$ cat src/rtl/led_blink_ctrl.sv
// Memory-mapped LED blink controller: per-channel off/on/blink/counted-burst
// modes driven from one prescaled tick and a shared half-period phase.
module led_blink_ctrl #(
    parameter int N_CH     = 16,
    parameter int DIV      = 100000,
    parameter int PERIOD_W = 16,
    parameter int BURST_W  = 8
) (
    input  logic            clk,
    input  logic            reset,
    input  logic            we,
    input  logic            re,
    input  logic [2:0]      addr,
    input  logic [31:0]     wdata,
    output logic [31:0]     rdata,
    output logic [N_CH-1:0] leds
);
    localparam int                  TICK_W     = $clog2(DIV);
    localparam logic [TICK_W-1:0]   TICK_LAST  = TICK_W'(DIV - 1);
    localparam logic [PERIOD_W-1:0] PERIOD_RST = PERIOD_W'(500);
    localparam logic [BURST_W-1:0]  BURST_RST  = BURST_W'(3);

    typedef enum logic [1:0] {
        MODE_OFF   = 2'b00,
        MODE_ON    = 2'b01,
        MODE_BLINK = 2'b10,
        MODE_BURST = 2'b11
    } mode_e;

    typedef enum logic [2:0] {
        REG_ENABLE = 3'd0,
        REG_MODE   = 3'd1,
        REG_PERIOD = 3'd2,
        REG_BURST  = 3'd3,
        REG_STATUS = 3'd4
    } reg_e;

    logic [N_CH-1:0]     enable_q;
    logic [2*N_CH-1:0]   mode_q;
    logic [PERIOD_W-1:0] period_q;
    logic [BURST_W-1:0]  burst_q;
    logic [N_CH-1:0]     done_q;
    logic [N_CH-1:0]     zero_pend_q;
    logic [BURST_W-1:0]  remain_q [N_CH];

    logic [TICK_W-1:0]   tick_cnt_q;
    logic [PERIOD_W-1:0] half_cnt_q;
    logic                phase_q;

    logic wr_enable, wr_mode, wr_period, wr_burst, wr_status;
    logic tick, half_done, phase_fall;
    logic [PERIOD_W-1:0] half_last;

    logic [N_CH-1:0] load, dec, set_v, clr_v, done_d, leds_d;
    logic [31:0]     rd_mux;

    assign wr_enable = we && (addr == REG_ENABLE);
    assign wr_mode   = we && (addr == REG_MODE);
    assign wr_period = we && (addr == REG_PERIOD);
    assign wr_burst  = we && (addr == REG_BURST);
    assign wr_status = we && (addr == REG_STATUS);

    // A programmed half-period of 0 behaves like 1.
    assign half_last  = (period_q == '0) ? '0 : period_q - 1'b1;
    assign tick       = (tick_cnt_q == TICK_LAST);
    assign half_done  = tick && (half_cnt_q == half_last);
    assign phase_fall = half_done && phase_q && !wr_period;

    // NOTE: sequential state uses non-blocking assignments so every flop samples pre-edge values.
    always_ff @(posedge clk or negedge reset) begin
        if (!reset) begin
            tick_cnt_q <= '0;
            half_cnt_q <= '0;
            phase_q    <= 1'b0;
        end else if (wr_period) begin
            tick_cnt_q <= '0;
            half_cnt_q <= '0;
            phase_q    <= 1'b0;
        end else begin
            tick_cnt_q <= tick ? '0 : tick_cnt_q + 1'b1;
            if (half_done) begin
                half_cnt_q <= '0;
                phase_q    <= ~phase_q;
            end else if (tick) begin
                half_cnt_q <= half_cnt_q + 1'b1;
            end
        end
    end

    always_ff @(posedge clk or negedge reset) begin
        if (!reset) begin
            enable_q <= '0;
            mode_q   <= '0;
            period_q <= PERIOD_RST;
            burst_q  <= BURST_RST;
        end else begin
            if (wr_enable) enable_q <= wdata[N_CH-1:0];
            if (wr_mode)   mode_q   <= wdata[2*N_CH-1:0];
            if (wr_period) period_q <= wdata[PERIOD_W-1:0];
            if (wr_burst)  burst_q  <= wdata[BURST_W-1:0];
        end
    end

    // NOTE: every always_comb output gets a default first, so no path can infer a latch.
    always_comb begin
        load   = '0;
        dec    = '0;
        set_v  = '0;
        clr_v  = '0;
        done_d = '0;
        leds_d = '0;
        for (int i = 0; i < N_CH; i++) begin
            load[i]  = wr_mode && (mode_e'(wdata[2*i +: 2]) == MODE_BURST);
            dec[i]   = phase_fall && enable_q[i] && !load[i]
                       && (mode_e'(mode_q[2*i +: 2]) == MODE_BURST)
                       && (remain_q[i] != '0);
            // Hardware completion beats a same-cycle W1C; a reload beats both.
            set_v[i] = ((dec[i] && (remain_q[i] == BURST_W'(1))) || zero_pend_q[i]) && !load[i];
            clr_v[i] = (wr_status && wdata[i]) || load[i];
            done_d[i] = set_v[i] || (done_q[i] && !clr_v[i]);
            if (enable_q[i]) begin
                case (mode_e'(mode_q[2*i +: 2]))
                    MODE_OFF:   leds_d[i] = 1'b0;
                    MODE_ON:    leds_d[i] = 1'b1;
                    MODE_BLINK: leds_d[i] = phase_q;
                    MODE_BURST: leds_d[i] = phase_q && (remain_q[i] != '0);
                    default:    leds_d[i] = 1'b0;
                endcase
            end
        end
    end

    // NOTE: remain is a handful of per-channel counters, so it is reset like plain flops rather than treated as RAM.
    always_ff @(posedge clk or negedge reset) begin
        if (!reset) begin
            for (int i = 0; i < N_CH; i++) remain_q[i] <= '0;
            done_q      <= '0;
            zero_pend_q <= '0;
            leds        <= '0;
        end else begin
            for (int i = 0; i < N_CH; i++) begin
                if (load[i])     remain_q[i] <= burst_q;
                else if (dec[i]) remain_q[i] <= remain_q[i] - 1'b1;
            end
            done_q      <= done_d;
            zero_pend_q <= load & {N_CH{burst_q == '0}};
            leds        <= leds_d;
        end
    end

    always_comb begin
        rd_mux = '0;
        case (addr)
            REG_ENABLE: rd_mux[N_CH-1:0]     = enable_q;
            REG_MODE:   rd_mux[2*N_CH-1:0]   = mode_q;
            REG_PERIOD: rd_mux[PERIOD_W-1:0] = period_q;
            REG_BURST:  rd_mux[BURST_W-1:0]  = burst_q;
            REG_STATUS: rd_mux[N_CH-1:0]     = done_q;
            default:    rd_mux = '0;
        endcase
    end

    always_ff @(posedge clk or negedge reset) begin
        if (!reset)  rdata <= '0;
        else if (re) rdata <= rd_mux;
    end

endmodule

$ cat config.mk
export PLATFORM = sky130hd
export DESIGN_NAME = led_blink_ctrl
export DESIGN_NICKNAME = d
export VERILOG_FILES = /design/src/rtl/led_blink_ctrl.sv
export SDC_FILE = /design/constraint.sdc
export NUM_CORES = 1
export LEC_CHECK = 0
export CAP_MARGIN = 30
export CELL_PAD_IN_SITES_DETAIL_PLACEMENT = 0
export CELL_PAD_IN_SITES_GLOBAL_PLACEMENT = 1
export CORE_MARGIN = 2
export CORE_UTILIZATION = 47
export CTS_BUF_LIST = sky130_fd_sc_hd__clkbuf_16
export CTS_CLUSTER_DIAMETER = 30
export DETAILED_ROUTE_END_ITERATION = 7
export GPL_TIMING_DRIVEN = 0
export HOLD_SLACK_MARGIN = 0.05
export PLACE_DENSITY = 0.9
export SLEW_MARGIN = 0
export SYNTH_ARGS = -nofsm -noshare
export SYNTH_HDL_FRONTEND = slang
export SYNTH_SLANG_ARGS = --single-unit
$ cat constraint.sdc
create_clock -name clk -period 5.4 [get_ports clk]
set_clock_uncertainty 0.05 [all_clocks]
set_input_delay 1.08 -clock clk [delete_from_list [all_inputs] [get_ports clk]]
set_output_delay 1.08 -clock clk [all_outputs]
set_load 0.05 [all_outputs]
# Yosys cells after proc, flatten, opt, wreduce, memory -nomap -nowiden
# Index checks and enable logic that the tools add are counted.
[word_totals]
register_bits = 314
in_bits = 39
out_inout_bits = 48
word_cells = 511
[classes]
addsub = 19
n_eq_ne = 86
n_mux = 75
bitwise_logic = 2
n_reduce_logical = 302
[ops]
columns = ["cell", "n"]
rows = [
  ["two-way mux 8 bit", 32],
  ["logical AND 1 bit", 168],
  ["equality test 8 x 1 -> 1 bit, second input constant", 16],
  ["nonzero test 8 bit", 16],
  ["subtractor 8 x 1 -> 8 bit, second input constant", 16],
  ["equality test 2 bit, second input constant", 48],
  ["two-way mux 16 bit", 5],
  ["case mux 1 bit (4 select lines)", 16],
  ["logical OR 1 bit", 48],
  ["case mux 8 bit (5 select lines)", 1],
  ["two-way mux 17 bit", 2],
  ["nonzero test 2 bit", 17],
  ["logical NOT 1 bit", 33],
  ["equality test 2 x 1 -> 1 bit, second input constant", 16],
  ["logical NOT 2 bit", 16],
  ["case mux 8 bit (4 select lines)", 1],
  ["two-way mux 1 bit", 18],
  ["adder 17 x 1 -> 17 bit, second input constant", 1],
  ["equality test 17 bit, second input constant", 1],
  ["adder 16 x 1 -> 16 bit, second input constant", 1],
  ["bitwise AND 16 bit", 1],
  ["equality test 16 bit", 1],
  ["logical NOT 16 bit", 1],
  ["subtractor 16 x 1 -> 16 bit, second input constant", 1],
  ["other kinds (7)", 8],
]

# Logic depth before layout (Yosys ltp)
# Gate-level depths: netlist (run 1).
[depth]
depth_word = 14
ltp_mapped = 17
ltp_nobuf = 11

# Worst setup path after synthesis (run 1)
# OpenSTA, ideal clock, no wires.
[synth_timing]
path_kind = "reg2reg"
startpoint = "register period_q[0]"
endpoint = "register remain_q[44] in the netlist's numbering"
setup_ns = 0.120
arrival_time_ns = 3.826
required_time_ns = 5.230
setup_slack_ns = 1.404
stages_incl_launch_ff = 16
period_less_slack_ns = 3.996
cell_sequence = "dfrtp_1 > clkbuf_1 > inv_1 > ha_1 > clkbuf_1 > or3b_2 > nor4_4 > a21oi_1 > mux2i_1 > nand4_1 > or4_1 > clkbuf_1 > or3_1 > clkbuf_1 > or4_1 > a31o_1"
[synth_via]
elab_chain_cells = 11
word_cells_on_any_way = 12
[synth_rtl]
columns = ["item", "line_no", "rtl"]
rows = [
  ["start, declared", "40", "logic [PERIOD_W-1:0] period_q;"],
  ["start signal, assigned", "99", "if (wr_period) period_q <= wdata[PERIOD_W-1:0];"],
  ["subtractor 16 x 1 -> 16 bit / logical NOT 16 bit (equally long branches)", "64", "assign half_last = (period_q == '0) ? '0 : period_q - 1'b1;"],
  ["two-way mux 16 bit *", "64", ""],
  ["equality test 16 bit *", "66", "assign half_done = tick && (half_cnt_q == half_last);"],
  ["logical AND 1 bit *", "66", ""],
  ["logical AND 1 bit * (2 in a row)", "67", "assign phase_fall = half_done && phase_q && !wr_period;"],
  ["logical AND 1 bit * (2 in a row)", "114", "dec[i] = phase_fall && enable_q[i] && !load[i]"],
  ["logical AND 1 bit *", "115", "&& (mode_e'(mode_q[2*i +: 2]) == MODE_BURST)"],
  ["logical AND 1 bit *", "116", "&& (remain_q[i] != '0);"],
  ["nonzero test 2 bit (no source line) *", "n/a", ""],
  ["end signal, assigned by index", "142", "if (load[i]) remain_q[i] <= burst_q;"],
  ["end signal, assigned by index", "143", "else if (dec[i]) remain_q[i] <= remain_q[i] - 1'b1;"],
  ["end, declared", "44", "logic [BURST_W-1:0] remain_q [N_CH];"],
]
# Mark *: on every way between the ends. The rest lies on a longest branch, timed or not.
# A chain may end at the register's enable or synchronous reset.

# Final worst setup path (run 1)
[layout_timing]
startpoint = "register period_q[0]"
endpoint = "register remain_q[81] in the netlist's numbering"
# Same word-level chain as after synthesis.

==> results.ini, run 1 <==
[critical_path]
cpMostUsedCell=clkbuf_1
max_stage_delay_ns=0.76
path_cells=clkbuf_1, inv_1, ha_1, clkbuf_1, or3b_2, nor4_4, o21ai_0, nand3_1, nor2_1, nand4b_1, clkbuf_1, nor3_1, mux2i_1, mux2_2
cpLargestDelayFamily=simple AND/OR/NAND/NOR gates
critPathBufInv=4
cp_slowest_cell=clkbuf_1
worstPathRequired_ns=5.82
r2r_slack_ns=0.21
critPathLaunchType=flip-flop
crit_path_end_kind=flip-flop
arrival_ns=5.61
path_max_fanout=10
worstSetupPathType=reg2reg

[timing]
slew_violations=0
layout_min_cycle_time_ns=5.19
rsz0062_at_grt=no
setup_viol_count_final=0
period_share=0.961
setup_slack_ns=0.210
timing.setup.tns_ns=0
fin_hold_ws_ns=0.418
tightest_slew_ns=1.04
fmax_ghz=0.193
hold_viol_final=0
relSlewSlack=0.307

[logic_synthesis]
synth_compound_area_frac=0.116
syn_inst=1952
synth_edf_count=0
synthesis.area_sq_um=17700
ys.flop_type=dfrtp_1
synth_simple_gate_area_frac=0.240
synth_xor_area_frac=0.0548
yosys.cell_types.count=68
avgSynthCellArea_sq_um=9.08
synthTopCellsByCount=306 x dfrtp_1, 171 x nor2_1, 168 x nand2_1
yosysTopAreaCell=dfrtp_1
muxShareOfSynthArea=0.0620
synth.top_cell.area_share=0.432
synth_nets=2042
synth_top_family_by_area=simple AND/OR/NAND/NOR gates
ys_seq_elements=314
synth_area_leaders=dfrtp_1 43%, xnor2_1 4.7%, mux2_2 4.4%
yosysWarningCount=0
synth_most_common_cell=dfrtp_1
async_reset_ff_frac=1.00
yosysSeqAreaShare=0.444
synthAdderAreaFrac=0.0360

[global_route]
grt_pass1_wl_microns=93900
grt_pass1_vias=16000
grt_use_total=0.316
grt_max_degree=116
antenna_found_initial=1
grt-ovfl-total=0

[clock_tree]
htreeDepth=3
cts.path.max_buffers=3
hold_buffers=0
clkSinkCount=314
clk_pin_slew_ns=0.05
cts_root_buffer=clkbuf_16
tritoncts=yes
cts_buffers=81
clk_latency_ns=0.59

[floorplan]
fp-row-count=71
start_util=0.474
core_area_sq_um=37400
die_h_microns=198
ios=87
die_w_microns=198
die-area_sq_um=39300

[power_and_ir_drop]
peakVddDrop_v=0.000285
power_leakage_uw=0.00898
pwr_density_cell_nw_per_um2=463
p_total_uw=10300

[layout]
seqCellArea_sq_um=7870
nets=2215
antennaDiodeCount=0
multi_input_area_sq_um=9020
drive_above_1_share=0.113
syn2layout_area_growth_pct=25.2
fill_cells=3219

[routing]
drt_pre_antenna_iters=6
wl_microns=60500
drt_iter0_markers=1577
drc_errors=0
num_vias=16300
wire_per_inst_microns=22.4
via_per_inst=6.05
ant_nets=0

[placement]
place_hpwl_microns=42800
finalWeightedCongestion=0.966
place_ws_ns=-0.167
portBuffers=83

[run]
drv_cap=0

[run_status]
status=complete, no violations

[worst_hold_path]
min_path_type=reg2reg

==> per-layer routing <==
metal,track usage,wire [microns]
met5,0,16
met4,0.168,3260
met3,0.0657,5190
met2,0.483,26800
met1,0.422,25200
==> stage by stage <==
stage | util | instances | cell area [sq um]
detailed placement | 0.517 | 2554 | 19300
floorplan | - | 1952 | 17700
CTS | 0.593 | 2704 | 22200
finish | 0.594 | 2703 | 22200
global route | 0.594 | 2703 | 22200
global placement | 0.513 | 2546 | 19200
==> state kept, by name, indices dropped and copies added, names as in the netlist <==
register	flops
rdata	32
burst_q	8
half_cnt_q	16
zero_pend_q	16
mode_q	32
remain_q	128
enable_q	16
tick_cnt_q	17
done_q	16
leds	16
phase_q	1
period_q	16
==> worst paths after layout <==
kind,cells after the start,from,end
max in group asynchronous,3,reset,remain_q[44]$_DFFE_PN0P_
worst min register to register,1,zero_pend_q[14]$_DFF_PN0_,done_q[14]$_DFF_PN0_
worst max-delay path,14,period_q[0]$_DFFE_PN0P_,remain_q[81]$_DFFE_PN0P_
min in group asynchronous,1,reset,tick_cnt_q[11]$_DFF_PN0_
worst min-delay path,1,zero_pend_q[14]$_DFF_PN0_,done_q[14]$_DFF_PN0_
worst max register to register,14,period_q[0]$_DFFE_PN0P_,remain_q[81]$_DFFE_PN0P_
==> layout by cell type, fill, tap and decap left out, types with 12 or more instances in the layout <==
cell type	instances
a21boi_0	31
a21oi_1	111
a31oi_1	23
and3_1	38
buf_1	13
bufinv_16	16
clkbuf_1	91
clkbuf_16	82
clkdlybuf4s50_1	82
clkinv_1	12
clkinv_2	15
dfrtp_1	306
ha_1	51
inv_1	99
mux2_2	70
mux2i_1	31
nand2_1	168
nand2b_1	22
nand3_1	136
nand4_1	35
nor2_1	171
nor3_1	45
nor4_1	82
o21ai_0	80
o22ai_1	18
o31ai_1	21
or3_1	46
or4_1	33
xnor2_1	96
xor2_1	15
==> power by group <==
part           switching [uW]  internal [uW]  leakage (uW)  total, uW
combinational            1190            780       0.00361       1970
clock                    1520           3520       0.00142       5040
sequential                477           2790       0.00395       3270
==> repair_timing <==
action,in CTS,in global routing
buffers inserted,0,0
setup endpoints to repair,0,74
gates resized for setup,0,20
==> cells by family (layout without fill, tap and decap cells) <==
kind of cell             count (synthesis)  in the layout
XOR/XNOR                               111            111
buffers and inverters                  214            454
flip-flops                             314            314
AO/OA/AOI/OAI                          334            334
multiplexers                           101            101
AND/OR/NAND/NOR                        827            827
adder cells (fa/ha/maj)                 51             51
==> cell type report <==
class / count / area share
Timing Repair Buffer: 91 / 0.0435
Tap cell: 511 / 0.0288
Multi-Input combinational cell: 1424 / 0.406
Sequential cell: 314 / 0.354
Clock inverter: 68 / 0.0361
Inverter: 93 / 0.0157
Clock buffer: 82 / 0.0924
Buffer: 120 / 0.0226
Power figures use the tool's default switching activity.
==> run 2: changes to the inputs <==
==> constraint.sdc (replaced) <==
create_clock -name clk -period 5.9 [get_ports clk]
set_clock_uncertainty 0.05 [all_clocks]
set_input_delay 1.18 -clock clk [delete_from_list [all_inputs] [get_ports clk]]
set_output_delay 1.18 -clock clk [all_outputs]
set_load 0.05 [all_outputs]
==> run 2 against run 1 <==
Global-route usage is the same. Sequential cell count is the same. Design area about the same. Largest cell class unchanged.
==> results.ini, run 2 (synthesis results as in run 1) <==
[power_and_ir_drop]
power_leakage_uw=0.00896  ; was 0.00898 uW
pwr-share-seq=0.318  ; about the same
swShare=0.311  ; was 0.310
pwr-share-comb=0.192  ; about the same
power_switching_uw=2930  ; was 3180 uW
power.internal_uw=6490  ; was 7090 uW
pwr_density_cell_nw_per_um2=424  ; was 463 nW/um^2
power_frac_clock=0.491  ; was 0.490
peakVddDrop_v=0.000263  ; was 0.000285 V

[run_status]
status=complete, no violations  ; unchanged

[critical_path]
crit_path_end_kind=flip-flop  ; unchanged
path_max_fanout=10  ; unchanged
critPathLaunchType=flip-flop  ; unchanged
worstSetupPathType=reg2reg  ; unchanged
arrival_ns=5.96  ; was 5.61 ns
worstPathRequired_ns=6.34  ; was 5.82 ns

[layout]
largest_register_ffs=128  ; unchanged
nets=2216  ; was 2215
largest-register=remain_q  ; unchanged
fin_util=0.593  ; was 0.594
final_cells=2704  ; was 2703
drive_above_1_share=0.109  ; was 0.113
antennaDiodeCount=0  ; unchanged
final_common_cell=dfrtp_1  ; unchanged
syn2layout_area_growth_pct=25.1  ; was 25.2%
most-common-layout-cells=306 x dfrtp_1, 171 x nor2_1, 168 x nand2_1  ; unchanged
top_regs=remain_q: 128 flops, mode_q: 32 flops, rdata: 32 flops  ; unchanged

[global_route]
grt_pass1_wl_microns=93900  ; unchanged
grt_pass1_vias=16000  ; unchanged
antenna_found_initial=1  ; unchanged
grt_max_degree=116  ; unchanged
grt-ovfl-total=0  ; unchanged
grt_use_total=0.316  ; unchanged

[clock_tree]
clk_latency_ns=0.59  ; about the same
clk_pin_slew_ns=0.04  ; was 0.05 ns
cts_root_buffer=clkbuf_16  ; unchanged
post_cts_resized=0  ; unchanged
hold_buffers=0  ; unchanged
cts_buffers=81  ; unchanged
tritoncts=yes  ; unchanged
cts.path.max_buffers=3  ; unchanged
post-cts-setup-buffers=0  ; unchanged
htreeDepth=3  ; unchanged
clkSinkCount=314  ; unchanged

[timing]
layout_min_cycle_time_ns=5.52  ; was 5.19 ns
hold_viol_final=0  ; unchanged
rsz0062_at_grt=no  ; unchanged
tightest_slew_ns=1.14  ; was 1.04 ns
fmax_ghz=0.181  ; was 0.193 GHz
slew_violations=0  ; unchanged
relSlewSlack=0.243  ; was 0.307
period_share=0.935  ; was 0.961
setup_viol_count_final=0  ; unchanged

[placement]
portBuffers=83  ; unchanged
place_hpwl_microns=42800  ; unchanged
finalWeightedCongestion=0.966  ; unchanged
placed_cells=2554  ; unchanged

[routing]
num_vias=16300  ; about the same
drt_iter0_markers=1707  ; was 1577
drc_errors=0  ; unchanged
ant_nets=0  ; unchanged
drt_pre_antenna_iters=6  ; unchanged
via_per_inst=6.04  ; was 6.05
wl_microns=61000  ; was 60500 microns
wire_per_inst_microns=22.5  ; was 22.4 microns

[run]
drv_cap=0  ; unchanged

[floorplan]
start_util=0.474  ; unchanged
die_h_microns=198  ; unchanged
die-area_sq_um=39300  ; unchanged
ios=87  ; unchanged
die_w_microns=198  ; unchanged
fp-row-count=71  ; unchanged
core_area_sq_um=37400  ; unchanged

[worst_hold_path]
min_path_type=reg2reg  ; unchanged

==> run 2: final timing paths <==
kind	from	depth (start not counted)	slack, ns	end
max	period_q[0]$_DFFE_PN0P_	15	0.38	remain_q[101]$_DFFE_PN0P_
min	zero_pend_q[14]$_DFF_PN0_	1	0.42	done_q[14]$_DFF_PN0_
max reg2reg	period_q[0]$_DFFE_PN0P_	15	0.38	remain_q[101]$_DFFE_PN0P_
min reg2reg	zero_pend_q[14]$_DFF_PN0_	1	0.42	done_q[14]$_DFF_PN0_
max in group asynchronous	reset	3	3.67	remain_q[43]$_DFFE_PN0P_
min in group asynchronous	reset	1	0.58	tick_cnt_q[11]$_DFF_PN0_
==> run 2: critical path, cell delays in order, from the launching register on <==
cell	delay, ns
dfrtp_1	0.37
clkbuf_1	0.28
inv_1	0.17
ha_1	0.15
clkbuf_1	0.34
or3b_2	0.53
nor4_4	0.34
o21ai_0	0.29
nand3_1	0.49
nor2_1	0.08
nand4b_1	0.52
clkbuf_1	0.49
clkbuf_1	0.81
nor4_1	0.16
xnor2_1	0.17
o21ai_0	0.18
==> run 2: cell type report <==
cell class / count / area, sq um
fill: 3222 / 15200
multi-input combinational: 1424 / 9020
sequential: 314 / 7870
clock buffer: 82 / 2050
timing repair buffer: 91 / 966
clock inverter: 68 / 802
tap: 511 / 639
buffer: 121 / 494
inverter: 93 / 349
==> run 2: layer usage <==
metal  GRT usage  routed length (microns)  vias up
met5           0                       14        -
met4       0.168                     3370        2
met3      0.0657                     5060      206
met2       0.483                    27000      739
met1       0.422                    25500     8037
li1            -                        -     7361
==> run 2: metrics by stage <==
stage                     setup TNS (ns)  area (sq um)  hold slack (ns)  total power (uW)  setup WS, ns
after floorplan                        0         17700            0.396              4070          1.90
after global placement          -3179.73         19200            0.405              4670        -10.28
after detailed placement               0         19300            0.412              4760         0.233
after CTS                              0         22200            0.419              9410         0.573
after global routing                   0         22200            0.433              9780         0.202
final                                  0         22200            0.419              9420         0.383
==> run 2: power groups by stage <==
stage	clock network (uW)	logic (uW)	registers (uW)
floorplan	0	1080	2990
global placement	0	1690	2980
detailed placement	0	1760	3000
CTS	4650	1790	2970
global route	4780	1970	3030
finish	4620	1810	2990
==> run 3: changes to the inputs <==
--- a/config.mk
+++ b/config.mk
@@ -5,6 +5,7 @@
 export SDC_FILE = /design/constraint.sdc
 export NUM_CORES = 1
 export LEC_CHECK = 0
+export ABC_CLOCK_PERIOD_IN_PS = 5100
 export CAP_MARGIN = 30
 export CELL_PAD_IN_SITES_DETAIL_PLACEMENT = 0
 export CELL_PAD_IN_SITES_GLOBAL_PLACEMENT = 1
==> constraint.sdc (replaced) <==
create_clock -name clk -period 5.1 [get_ports clk]
set_clock_uncertainty 0.05 [all_clocks]
set_input_delay 1.02 -clock clk [delete_from_list [all_inputs] [get_ports clk]]
set_output_delay 1.02 -clock clk [all_outputs]
set_load 0.05 [all_outputs]
==> run 3 against run 2 <==
Sequential share of layout area shrank 0.11 points. Largest power group unchanged. Critical endpoint is now remain_q[105]$_DFFE_PN0P_. Critical path type unchanged. Design area increased by 0.30%. Register-to-register slack got worse by 0.18 ns.
==> results.ini, run 3 (synthesis results as in run 1) <==
[floorplan]
ios=87  ; unchanged
fp-row-count=71  ; unchanged
die-area_sq_um=39300  ; unchanged
die_w_microns=198  ; unchanged
start_util=0.474  ; unchanged
die_h_microns=198  ; unchanged
core_area_sq_um=37400  ; unchanged

[routing]
dr_wl_met3_microns=5360  ; was 5060 microns
ant_nets=0  ; unchanged
num_vias=16300  ; about the same
wl_microns=60800  ; was 61000 microns
drt_iter0_markers=1600  ; was 1707
via_per_inst=6.04  ; about the same
wire_per_inst_microns=22.5  ; about the same
highest_layer=met5  ; unchanged
met2_length_microns=26900  ; was 27000 microns
wl_met1_microns=25100  ; was 25500 microns
drt_pre_antenna_iters=6  ; unchanged
drc_errors=0  ; unchanged

[timing]
setup_viol_count_final=0  ; unchanged
rsz0062_at_grt=no  ; unchanged
period_share=0.960  ; was 0.935
relSlewSlack=0.276  ; was 0.243
fin_hold_ws_ns=0.419  ; about the same
tightest_slew_ns=1.09  ; was 1.14 ns
hold_viol_final=0  ; unchanged
layout_min_cycle_time_ns=4.89  ; was 5.52 ns
setup_slack_ns=0.206  ; was 0.383 ns
slew_violations=0  ; unchanged
fmax_ghz=0.204  ; was 0.181 GHz

[critical_path]
critPathLaunchType=flip-flop  ; unchanged
crit_path_end_kind=flip-flop  ; unchanged
crit_start=period_q[2]$_DFFE_PN1P_  ; was period_q[0]$_DFFE_PN0P_
r2r-start=period_q[2]$_DFFE_PN1P_  ; was period_q[0]$_DFFE_PN0P_
ff2ff_path_depth=13  ; was 15
worstPathRequired_ns=5.50  ; was 6.34 ns
path_max_fanout=10  ; unchanged
arrival_ns=5.29  ; was 5.96 ns
worstSetupPathType=reg2reg  ; unchanged

[global_route]
antenna_found_initial=1  ; unchanged
grt_max_degree=116  ; unchanged
grt_pass1_wl_microns=93500  ; was 93900 microns
grt-ovfl-total=0  ; unchanged
grt_pass1_vias=16000  ; about the same
grt_use_total=0.314  ; was 0.316

[clock_tree]
hold_buffers=0  ; unchanged
tritoncts=yes  ; unchanged
cts_root_buffer=clkbuf_16  ; unchanged
clk_latency_ns=0.58  ; was 0.59 ns
clkSinkCount=314  ; unchanged
clk_pin_slew_ns=0.04  ; about the same
cts.path.max_buffers=3  ; unchanged
htreeDepth=3  ; unchanged
cts_buffers=81  ; unchanged

[power_and_ir_drop]
pwr-share-seq=0.318  ; about the same
power.internal_uw=7510  ; was 6490 uW
power_leakage_uw=0.00899  ; was 0.00896 uW
pwr-share-comb=0.193  ; was 0.192
peakVddDrop_v=0.000304  ; was 0.000263 V
pwr_density_cell_nw_per_um2=490  ; was 424 nW/um^2
swShare=0.311  ; about the same
power_switching_uw=3380  ; was 2930 uW
power_frac_clock=0.490  ; was 0.491

[placement]
portBuffers=83  ; unchanged
dpl-instance-area_sq_um=19300  ; unchanged
place_hpwl_microns=42800  ; unchanged
finalWeightedCongestion=0.966  ; unchanged
place_ws_ns=-0.407  ; was 0.233 ns

[worst_hold_path]
min_from=zero_pend_q[14]$_DFF_PN0_  ; unchanged
holdPathStages=1  ; unchanged
min_path_type=reg2reg  ; unchanged

[layout]
nets=2215  ; was 2216
most-common-layout-cells=306 x dfrtp_1, 171 x nor2_1, 168 x nand2_1  ; unchanged
final_common_cell=dfrtp_1  ; unchanged
antennaDiodeCount=0  ; unchanged
largest-register=remain_q  ; unchanged
fin_area_sq_um=22300  ; was 22200 sq um
syn2layout_area_growth_pct=25.5  ; was 25.1%
top_regs=remain_q: 128 flops, mode_q: 32 flops, rdata: 32 flops  ; unchanged
drive_above_1_share=0.118  ; was 0.109
largest_register_ffs=128  ; unchanged

[run]
drv_cap=0  ; unchanged

[run_status]
status=complete, no violations  ; unchanged

run 3: final cells by class:
| cell class | count | area [sq um] |
|---|---|---|
| Tap cell | 511 | 639 |
| Clock buffer | 82 | 2050 |
| Clock inverter | 68 | 802 |
| Timing Repair Buffer | 92 | 973 |
| Sequential cell | 314 | 7870 |
| Buffer | 119 | 499 |
| Fill cell | 3208 | 15100 |
| Inverter | 93 | 349 |
| Multi-Input combinational cell | 1424 | 9070 |
run 3: layer usage:
metal	up-vias	track usage
li1	7359	-
met1	7989	0.420
met2	765	0.477
met3	204	0.0673
met4	2	0.170
met5	-	0
run 3: power groups by stage:
stage / clock network (uW) / registers (uW) / logic [uW]
floorplan: 0 / 3460 / 1240
global placement: 0 / 3450 / 1960
detailed placement: 0 / 3470 / 2040
CTS: 5380 / 3440 / 2070
global route: 5520 / 3510 / 2290
finish: 5330 / 3460 / 2100
run 3: path summary, 6_finish.rpt:
kind,end,slack (ns)
max,remain_q[105]$_DFFE_PN0P_,0.21
min reg2reg,done_q[14]$_DFF_PN0_,0.42
min,done_q[14]$_DFF_PN0_,0.42
max reg2reg,remain_q[105]$_DFFE_PN0P_,0.21
max in group asynchronous,remain_q[43]$_DFFE_PN0P_,2.99
min in group asynchronous,tick_cnt_q[11]$_DFF_PN0_,0.43
run 3: through the flow:
step	total power, uW	util	instances	TNS [ns]
global placement	5410	0.513	2546	-3399.17
global route	11300	0.595	2703	0
CTS	10900	0.593	2703	0
floorplan	4710	-	1952	0
detailed placement	5510	0.517	2554	-20.10
finish	10900	0.595	2703	0
run 3: repair_timing:
action	CTS	global route
cloned	0	0
pin swaps	0	1
buffers inserted	0	1
resized for setup	7	19
setup endpoints to repair	63	106
run 3: worst max-delay path, stage by stage, from the launching register on:
cell and delay (ns):
dfstp_2 0.36, buf_6 0.13, or4_1 0.51, buf_2 0.20, clkbuf_1 0.23, nor4_1 0.35, o21ai_0 0.17, a2111oi_0 0.50
o2111ai_1 0.26, nor4_4 0.55, clkbuf_1 0.54, nand3_1 0.36, and3_1 0.30, a211o_1 0.27
